`src/rtl/gpio_ctrl_if.sv`:
```
// Single-bit configuration access channel between the APB bridge and gpio_ctrl.
interface gpio_ctrl_if;
  localparam int unsigned PIN_W  = 5;
  localparam int unsigned CFG_W  = 3;
  localparam int unsigned DATA_W = 32;

  logic              write;
  logic              read;
  logic [PIN_W-1:0]  add_pin_number;
  logic [CFG_W-1:0]  add_config;
  logic              data_in;
  logic [DATA_W-1:0] data_out;
  logic              write_done;
  logic              read_done;

  // Bridge side: issues requests and holds them until acknowledged.
  modport master (
    output write,
    output read,
    output add_pin_number,
    output add_config,
    output data_in,
    input  data_out,
    input  write_done,
    input  read_done
  );

  // Controller side: services one request at a time.
  modport slave (
    input  write,
    input  read,
    input  add_pin_number,
    input  add_config,
    input  data_in,
    output data_out,
    output write_done,
    output read_done
  );
endinterface

```
`src/rtl/gpio_ctrl.sv`:
```
// GPIO controller: per-pin config bits, input synchroniser, edge interrupts,
// sticky pending flags and a single aggregated interrupt line.
module gpio_ctrl #(
  parameter int unsigned NUM_PINS    = 8,
  parameter int unsigned SYNC_STAGES = 2
) (
  input  logic                clk,
  input  logic                rst,
  gpio_ctrl_if.slave          bus,
  input  logic [NUM_PINS-1:0] pin_in,
  output logic [NUM_PINS-1:0] pin_out,
  output logic [NUM_PINS-1:0] pin_oe,
  output logic [NUM_PINS-1:0] pin_pu,
  output logic [NUM_PINS-1:0] pin_pd,
  output logic                irq
);

  localparam int unsigned PIN_W   = 5;
  localparam int unsigned CFG_W   = 3;
  localparam int unsigned DATA_W  = 32;
  localparam int unsigned NUM_CFG = 8;
  localparam int unsigned PAD_W   = DATA_W - PIN_W - CFG_W - 1;
  localparam int unsigned WARM_W  = 3;

  localparam logic [CFG_W-1:0] CFG_DIR   = 3'd0;
  localparam logic [CFG_W-1:0] CFG_DATA  = 3'd1;
  localparam logic [CFG_W-1:0] CFG_INTS0 = 3'd2;
  localparam logic [CFG_W-1:0] CFG_INTS1 = 3'd3;
  localparam logic [CFG_W-1:0] CFG_PUR   = 3'd4;
  localparam logic [CFG_W-1:0] CFG_PDR   = 3'd5;
  localparam logic [CFG_W-1:0] CFG_IN    = 3'd6;
  localparam logic [CFG_W-1:0] CFG_PEND  = 3'd7;

  typedef enum logic [1:0] {
    IDLE  = 2'd0,
    WRITE = 2'd1,
    READ  = 2'd2
  } state_t;

  state_t state_q;
  state_t state_d;

  // Per-pin configuration and status fields
  logic [NUM_PINS-1:0] dir_q,   dir_d;
  logic [NUM_PINS-1:0] data_q,  data_d;
  logic [NUM_PINS-1:0] ints0_q, ints0_d;
  logic [NUM_PINS-1:0] ints1_q, ints1_d;
  logic [NUM_PINS-1:0] pur_q,   pur_d;
  logic [NUM_PINS-1:0] pdr_q,   pdr_d;
  logic [NUM_PINS-1:0] pend_q,  pend_d;
  logic [NUM_PINS-1:0] pend_clr;
  logic [NUM_PINS-1:0] pend_set;

  // Input path
  logic [NUM_PINS-1:0] sync_q [SYNC_STAGES];
  logic [NUM_PINS-1:0] in_sync;
  logic [NUM_PINS-1:0] in_prev_q;
  logic [NUM_PINS-1:0] in_rise;
  logic [NUM_PINS-1:0] in_fall;
  logic [WARM_W-1:0]   warm_q;

  // Handshake outputs
  logic [DATA_W-1:0] data_out_q, data_out_d;
  logic              write_done_q, write_done_d;
  logic              read_done_q, read_done_d;
  logic              wr_en;
  logic              start_wr;
  logic              start_rd;

  // Read path
  logic [DATA_W-1:0] cfg_ext [NUM_CFG];
  logic              rd_bit;
  logic [DATA_W-1:0] rd_word;

  assign in_sync = sync_q[SYNC_STAGES-1];

  // Write wins over read; a request whose done flag is still high is ignored.
  assign start_wr = bus.write && !write_done_q;
  assign start_rd = !start_wr && bus.read && !read_done_q;

  // Zero-extended field views so out-of-range pin indices read back as 0.
  always_comb begin
    cfg_ext[CFG_DIR]   = DATA_W'(dir_q);
    cfg_ext[CFG_DATA]  = DATA_W'(data_q);
    cfg_ext[CFG_INTS0] = DATA_W'(ints0_q);
    cfg_ext[CFG_INTS1] = DATA_W'(ints1_q);
    cfg_ext[CFG_PUR]   = DATA_W'(pur_q);
    cfg_ext[CFG_PDR]   = DATA_W'(pdr_q);
    cfg_ext[CFG_IN]    = DATA_W'(in_sync);
    cfg_ext[CFG_PEND]  = DATA_W'(pend_q);
  end

  assign rd_bit  = cfg_ext[bus.add_config][bus.add_pin_number];
  assign rd_word = {{PAD_W{1'b0}}, rd_bit, bus.add_config, bus.add_pin_number};

  // State register
  always_ff @(posedge clk) begin
    if (rst) begin
      state_q <= IDLE;
    end else begin
      state_q <= state_d;
    end
  end

  // Next-state logic
  always_comb begin
    state_d = state_q;
    case (state_q)
      IDLE: begin
        if (start_wr) begin
          state_d = WRITE;
        end else if (start_rd) begin
          state_d = READ;
        end
      end
      WRITE:   state_d = IDLE;
      READ:    state_d = IDLE;
      default: state_d = IDLE;
    endcase
  end

  // Output logic: done flags, read capture and the write strobe
  always_comb begin
    wr_en        = 1'b0;
    write_done_d = write_done_q;
    read_done_d  = read_done_q;
    data_out_d   = data_out_q;
    case (state_q)
      IDLE: begin
        write_done_d = write_done_q & bus.write;
        read_done_d  = read_done_q & bus.read;
        if (start_rd) begin
          data_out_d = rd_word;
        end
      end
      WRITE: begin
        wr_en        = 1'b1;
        write_done_d = 1'b1;
      end
      READ: begin
        read_done_d = 1'b1;
      end
      default: ;
    endcase
  end

  // Handshake output registers
  always_ff @(posedge clk) begin
    if (rst) begin
      data_out_q   <= '0;
      write_done_q <= 1'b0;
      read_done_q  <= 1'b0;
    end else begin
      data_out_q   <= data_out_d;
      write_done_q <= write_done_d;
      read_done_q  <= read_done_d;
    end
  end

  // Input synchroniser and one-cycle-delayed copy for edge detection
  always_ff @(posedge clk) begin
    if (rst) begin
      for (int k = 0; k < SYNC_STAGES; k++) begin
        sync_q[k] <= '0;
      end
      in_prev_q <= '0;
    end else begin
      sync_q[0] <= pin_in;
      for (int k = 1; k < SYNC_STAGES; k++) begin
        sync_q[k] <= sync_q[k-1];
      end
      in_prev_q <= in_sync;
    end
  end

  // Warm-up counter masks edges while the synchroniser fills after reset
  always_ff @(posedge clk) begin
    if (rst) begin
      warm_q <= WARM_W'(SYNC_STAGES + 1);
    end else if (warm_q != '0) begin
      warm_q <= warm_q - WARM_W'(1);
    end
  end

  // Qualifying edges per pin
  always_comb begin
    in_rise  = in_sync & ~in_prev_q;
    in_fall  = ~in_sync & in_prev_q;
    pend_set = '0;
    if (warm_q == '0) begin
      pend_set = (in_rise & ints0_q) | (in_fall & ints1_q);
    end
  end

  // Config write decode; PEND is W1C and a same-cycle edge wins
  always_comb begin
    dir_d    = dir_q;
    data_d   = data_q;
    ints0_d  = ints0_q;
    ints1_d  = ints1_q;
    pur_d    = pur_q;
    pdr_d    = pdr_q;
    pend_clr = '0;
    for (int i = 0; i < NUM_PINS; i++) begin
      if (wr_en && (bus.add_pin_number == PIN_W'(i))) begin
        case (bus.add_config)
          CFG_DIR:   dir_d[i]   = bus.data_in;
          CFG_DATA:  data_d[i]  = bus.data_in;
          CFG_INTS0: ints0_d[i] = bus.data_in;
          CFG_INTS1: ints1_d[i] = bus.data_in;
          CFG_PUR: begin
            pur_d[i] = bus.data_in;
            if (bus.data_in) begin
              pdr_d[i] = 1'b0;
            end
          end
          CFG_PDR: begin
            pdr_d[i] = bus.data_in;
            if (bus.data_in) begin
              pur_d[i] = 1'b0;
            end
          end
          CFG_PEND:  pend_clr[i] = bus.data_in;
          default: ;
        endcase
      end
    end
    pend_d = (pend_q & ~pend_clr) | pend_set;
  end

  // Config and pending registers
  always_ff @(posedge clk) begin
    if (rst) begin
      dir_q   <= '0;
      data_q  <= '0;
      ints0_q <= '0;
      ints1_q <= '0;
      pur_q   <= '0;
      pdr_q   <= '0;
      pend_q  <= '0;
    end else begin
      dir_q   <= dir_d;
      data_q  <= data_d;
      ints0_q <= ints0_d;
      ints1_q <= ints1_d;
      pur_q   <= pur_d;
      pdr_q   <= pdr_d;
      pend_q  <= pend_d;
    end
  end

  assign bus.data_out   = data_out_q;
  assign bus.write_done = write_done_q;
  assign bus.read_done  = read_done_q;

  assign pin_out = data_q;
  assign pin_oe  = dir_q;
  assign pin_pu  = pur_q;
  assign pin_pd  = pdr_q;
  assign irq     = |pend_q;

endmodule
```
`src/flat_wrapper.sv`:
```
// flat-port wrapper written by rule: the top's interface ports become plain ports
module gpio_ctrl_flat 
#(
  parameter int unsigned NUM_PINS    = 8,
  parameter int unsigned SYNC_STAGES = 2
)
  (clk, rst, pin_in, pin_out, pin_oe, pin_pu, pin_pd, irq, bus_write, bus_read, bus_add_pin_number, bus_add_config, bus_data_in, bus_data_out, bus_write_done, bus_read_done);
  gpio_ctrl_if bus_i ();
  input  logic clk;
  input  logic rst;
  input  logic [NUM_PINS-1:0] pin_in;
  output logic [NUM_PINS-1:0] pin_out;
  output logic [NUM_PINS-1:0] pin_oe;
  output logic [NUM_PINS-1:0] pin_pu;
  output logic [NUM_PINS-1:0] pin_pd;
  output logic irq;
  input wire logic [$bits(bus_i.write)-1:0] bus_write;
  input wire logic [$bits(bus_i.read)-1:0] bus_read;
  input wire logic [$bits(bus_i.add_pin_number)-1:0] bus_add_pin_number;
  input wire logic [$bits(bus_i.add_config)-1:0] bus_add_config;
  input wire logic [$bits(bus_i.data_in)-1:0] bus_data_in;
  output wire logic [$bits(bus_i.data_out)-1:0] bus_data_out;
  output wire logic [$bits(bus_i.write_done)-1:0] bus_write_done;
  output wire logic [$bits(bus_i.read_done)-1:0] bus_read_done;
  assign bus_i.write = bus_write;
  assign bus_i.read = bus_read;
  assign bus_i.add_pin_number = bus_add_pin_number;
  assign bus_i.add_config = bus_add_config;
  assign bus_i.data_in = bus_data_in;
  assign bus_data_out = bus_i.data_out;
  assign bus_write_done = bus_i.write_done;
  assign bus_read_done = bus_i.read_done;
  gpio_ctrl #(.NUM_PINS(NUM_PINS), .SYNC_STAGES(SYNC_STAGES)) u_core (.clk(clk), .rst(rst), .bus(bus_i), .pin_in(pin_in), .pin_out(pin_out), .pin_oe(pin_oe), .pin_pu(pin_pu), .pin_pd(pin_pd), .irq(irq));
endmodule
```
`config.mk`:
```
export PLATFORM = sky130hd
export DESIGN_NAME = gpio_ctrl_flat
export DESIGN_NICKNAME = d
export VERILOG_FILES = /design/src/rtl/gpio_ctrl_if.sv /design/src/rtl/gpio_ctrl.sv /design/src/flat_wrapper.sv
export SDC_FILE = /design/constraint.sdc
export NUM_CORES = 1
export LEC_CHECK = 0
export ABC_AREA = 1
export ABC_CLOCK_PERIOD_IN_PS = 1750
export CAP_MARGIN = 20
export CORE_ASPECT_RATIO = 0.8
export CORE_MARGIN = 5
export CORE_UTILIZATION = 35
export CTS_CLUSTER_DIAMETER = 50
export DETAILED_ROUTE_END_ITERATION = 16
export PLACE_DENSITY = 0.56
export SLEW_MARGIN = 20
export SYNTH_ARGS = -nofsm -noshare
export SYNTH_HDL_FRONTEND = slang
export SYNTH_SLANG_ARGS = --single-unit
export TNS_END_PERCENT = 10
```
`constraint.sdc`:
```
create_clock -name clk -period 1.75 [get_ports clk]
set_input_delay 0.175 -clock clk [delete_from_list [all_inputs] [get_ports clk]]
set_output_delay 0.175 -clock clk [all_outputs]
set_load 0.05 [all_outputs]
```
==> impl_results.md <==
- Status: complete, no violations
- Final slew viol count: 0
- CP max-delay cell: clkdlybuf4s50_1
- Die Ht: around 110 um
- Final hold viol count: 0
- Synth cell types: 33
- Core region area: roughly 13000 um^2
- Fraction of layout cells with a size suffix above 1: 16.0%
- Cells after DPL: around 940
- Antenna cell count: 0
- Achievable Freq: approximately 580 MHz
- Final Wtd Congestion: roughly 0.94
- Actual slew at the worst max-slew pin: about 0.63 ns
- I/O pins: 88
- DP HPWL: 10.9 mm
- Area growth syn-to-layout: 31.4%
- Clock Latency Late Sink: 0.36 ns
- Yosys warning count: 0
- Grt ovf: 0
- Leakage: between 2 and 3 nW
- CP Cell Sequence: clkdlybuf4s50_1
- Setup bufs post-CTS: 0
- Detailed Routing Iterations Pass 1: 5
- Critical Path RT: 1.57 ns
- Wire length per cell: 15.2 um
- Clock sinks: 96
- CP startpoint kind: flop
- H-tree depth: 3
- Hold WC Path Type: in -> reg
- Post-synthesis sequential area ratio: between 40% and 50%
- Clock buffer count from CTS: 9
- Die area: 15800 um^2
- Clock Skews: between 0.01 and 0.015 ns
- Largest net degree at the start of global routing: 59
- Final #Nets: 794
- Reg with most FFs: u_core.sync_q
- CTS max path bufs: 2
- Die X-Extent: 139 um
- Final min period: ~1.7 ns
- Drt first-iter violations: 324
- Setup Viol. Count Final: 0
- Global-route wire length before repair: 23.4 mm
- Worst Setup End Kind: output pin
- Tot GR Track Use: about 19%
- Area leader, netlist: dfxtp_1
- Post-Route WL: 14.4 mm
- WS Path Type: reg -> out
- Top-area cell type share of the netlist area: 41.0%
- Worst-path clk slew: 0.07 ns
- Initial antenna violation count: 0
- Pwr dens: 832 nW/um^2
- Synth top area cells: dfxtp_1 41%, nand2_1 13%, a21oi_1 6.7%
- Final Cycle Share: 98.7%
- RSZ-0062 raised after global routing: yes
- CP Max Fanout: 3
- Setup TNS: 0 ns
- Post-Layout Cell Count: 951
- WP buf/inv: 1
- Worst path top cell family by delay: buffers and inverters
- CTS tree: built
- FP Rows: 37
- Syn Inst Count: 667
- Starting Density: 36.1%
- Syn Area/Cell: about 7.0 um^2
- Synthesis-stage register bit count: 96
- Routed Antenna Nets: 0
- Max incr delay on CP: 0.82 ns
- MaxCap Viol Count: 0
- Avg Vias per Cell: 4.85
- VDD IR max: 600 uV
- Number of global-route vias before repair: roughly 4400
- Max reg flops: 16
- Arr. time, crit path: 1.55 ns
- IO Port Bufs: 64
- Via count: around 4600
- Rel. slew slack: about three fifths
- Root Driver: clkbuf_16
- Detailed-route DRC error count: 0
- Cell area after synthesis: around 4700 um^2
- Cts hold-fix bufs: 0
-- Yosys cell counts --
master / instances
a211oi_1: 3
a21oi_1: 63
a21oi_2: 2
a221oi_1: 1
buf_1: 1
buf_2: 6
buf_4: 26
buf_6: 5
clkbuf_1: 16
conb_1: 1
dfxtp_1: 96
ha_1: 2
inv_1: 73
inv_2: 4
nand2_1: 156
nand2_2: 2
nand2_4: 1
nand3_1: 55
nand4_1: 1
nand4_2: 1
nor2_1: 55
nor2_2: 7
nor2_4: 4
nor2_8: 1
nor3_1: 3
nor3_2: 4
nor3_4: 2
nor4_1: 2
o211ai_1: 1
o21ai_0: 49
o21ai_1: 8
o21ai_2: 1
o31ai_1: 15
-- cell type report --
cell class / instances / area (um^2)
fillers: 1315 / 6810
multi-input cells: 462 / 2220
flip-flops and latches: 96 / 1920
repair buffers: 125 / 1180
inverters: 77 / 289
clock buffers: 10 / 239
well taps: 175 / 219
clock inverters: 6 / 81.3
-- cells in the final DEF (no fill, tap or decap), types with 2 or more instances in the layout --
master	instances
nand2_1	156
dfxtp_1	96
inv_1	73
buf_4	68
a21oi_1	63
nor2_1	55
nand3_1	55
o21ai_0	49
clkdlybuf4s50_1	42
conb_1	23
o31ai_1	15
clkbuf_16	9
buf_12	9
o21ai_1	8
nor2_4	6
nor2_2	5
inv_2	4
nor3_2	4
dlymetal6s2s_1	4
nor3_1	3
a211oi_1	3
inv_8	3
nor4_1	2
nand2_4	2
nor3_4	2
a21oi_2	2
ha_1	2
-- worst paths after layout --
kind                               endpoint  slack [ns]                            from  cells after the start
min reg2reg  u_core.sync_q[0][8]$_SDFF_PP0_        0.39  u_core.sync_q[0][0]$_SDFF_PP0_                      2
max                               pin_pd[1]        0.02   u_core.pin_pd[1]$_SDFFE_PP0P_                      1
max reg2reg  u_core.ints1_q[4]$_SDFFE_PP0P_        0.08  u_core.state_q[0]$_SDFFE_PP0P_                     10
min          u_core.sync_q[0][3]$_SDFF_PP0_        0.32                       pin_in[3]                      3
-- cell families (layout without fill, tap and decap cells) --
| logic type | after synthesis | in the layout | share of synthesized area, % |
|---|---|---|---|
| AND/OR/NAND/NOR | 294 | 294 | 28.2 |
| buffers and inverters | 131 | 218 | 13.5 |
| flip-flops | 96 | 96 | 41.0 |
| adder cells (fa/ha/maj) | 2 | 2 | 0.534 |
| AO/OA/AOI/OAI | 143 | 143 | 16.6 |
| other | 1 | 23 | 0.0801 |
-- per-stage QoR --
stage / hold slack [ns] / cell area, um^2 / setup slack (ns) / util [%] / total power (W)
after floorplan: 0.282 / 4760 / 0.121 / - / 0.00282
after global placement: 0.391 / 5800 / -0.225 / 44.8 / 0.00303
after detailed placement: 0.393 / 5800 / -0.224 / 44.8 / 0.00304
after CTS: 0.316 / 6120 / 0.00146 / 47.2 / 0.00517
after global routing: 0.333 / 6150 / -0.0747 / 47.5 / 0.00533
final: 0.324 / 6150 / 0.0225 / 47.5 / 0.00512
-- power by group --
part           internal [W]  leakage (nW)  total [W]  switching [W]
combinational      0.000235          1.61   0.000725       0.000490
clock               0.00119         0.159    0.00212       0.000935
sequential          0.00224         0.780    0.00227      0.0000290
total               0.00366          2.55    0.00512        0.00145
-- what timing repair did --
action / CTS / global route
endpoints found under the setup margin: 0 / 26
resized for setup: 0 / 8
hold endpoints to repair: 0 / 0
-- metal layers --
layer  vias to the layer above  track usage (%)  wire (um)
met1                      2108             25.9       6930
met2                       161             28.2       6210
met3                        25             4.78        933
met4                         0             6.26        358
met5                         -                0          0
li1                       2320                -          -
Note: power is estimated with default switching activity, not from simulation.
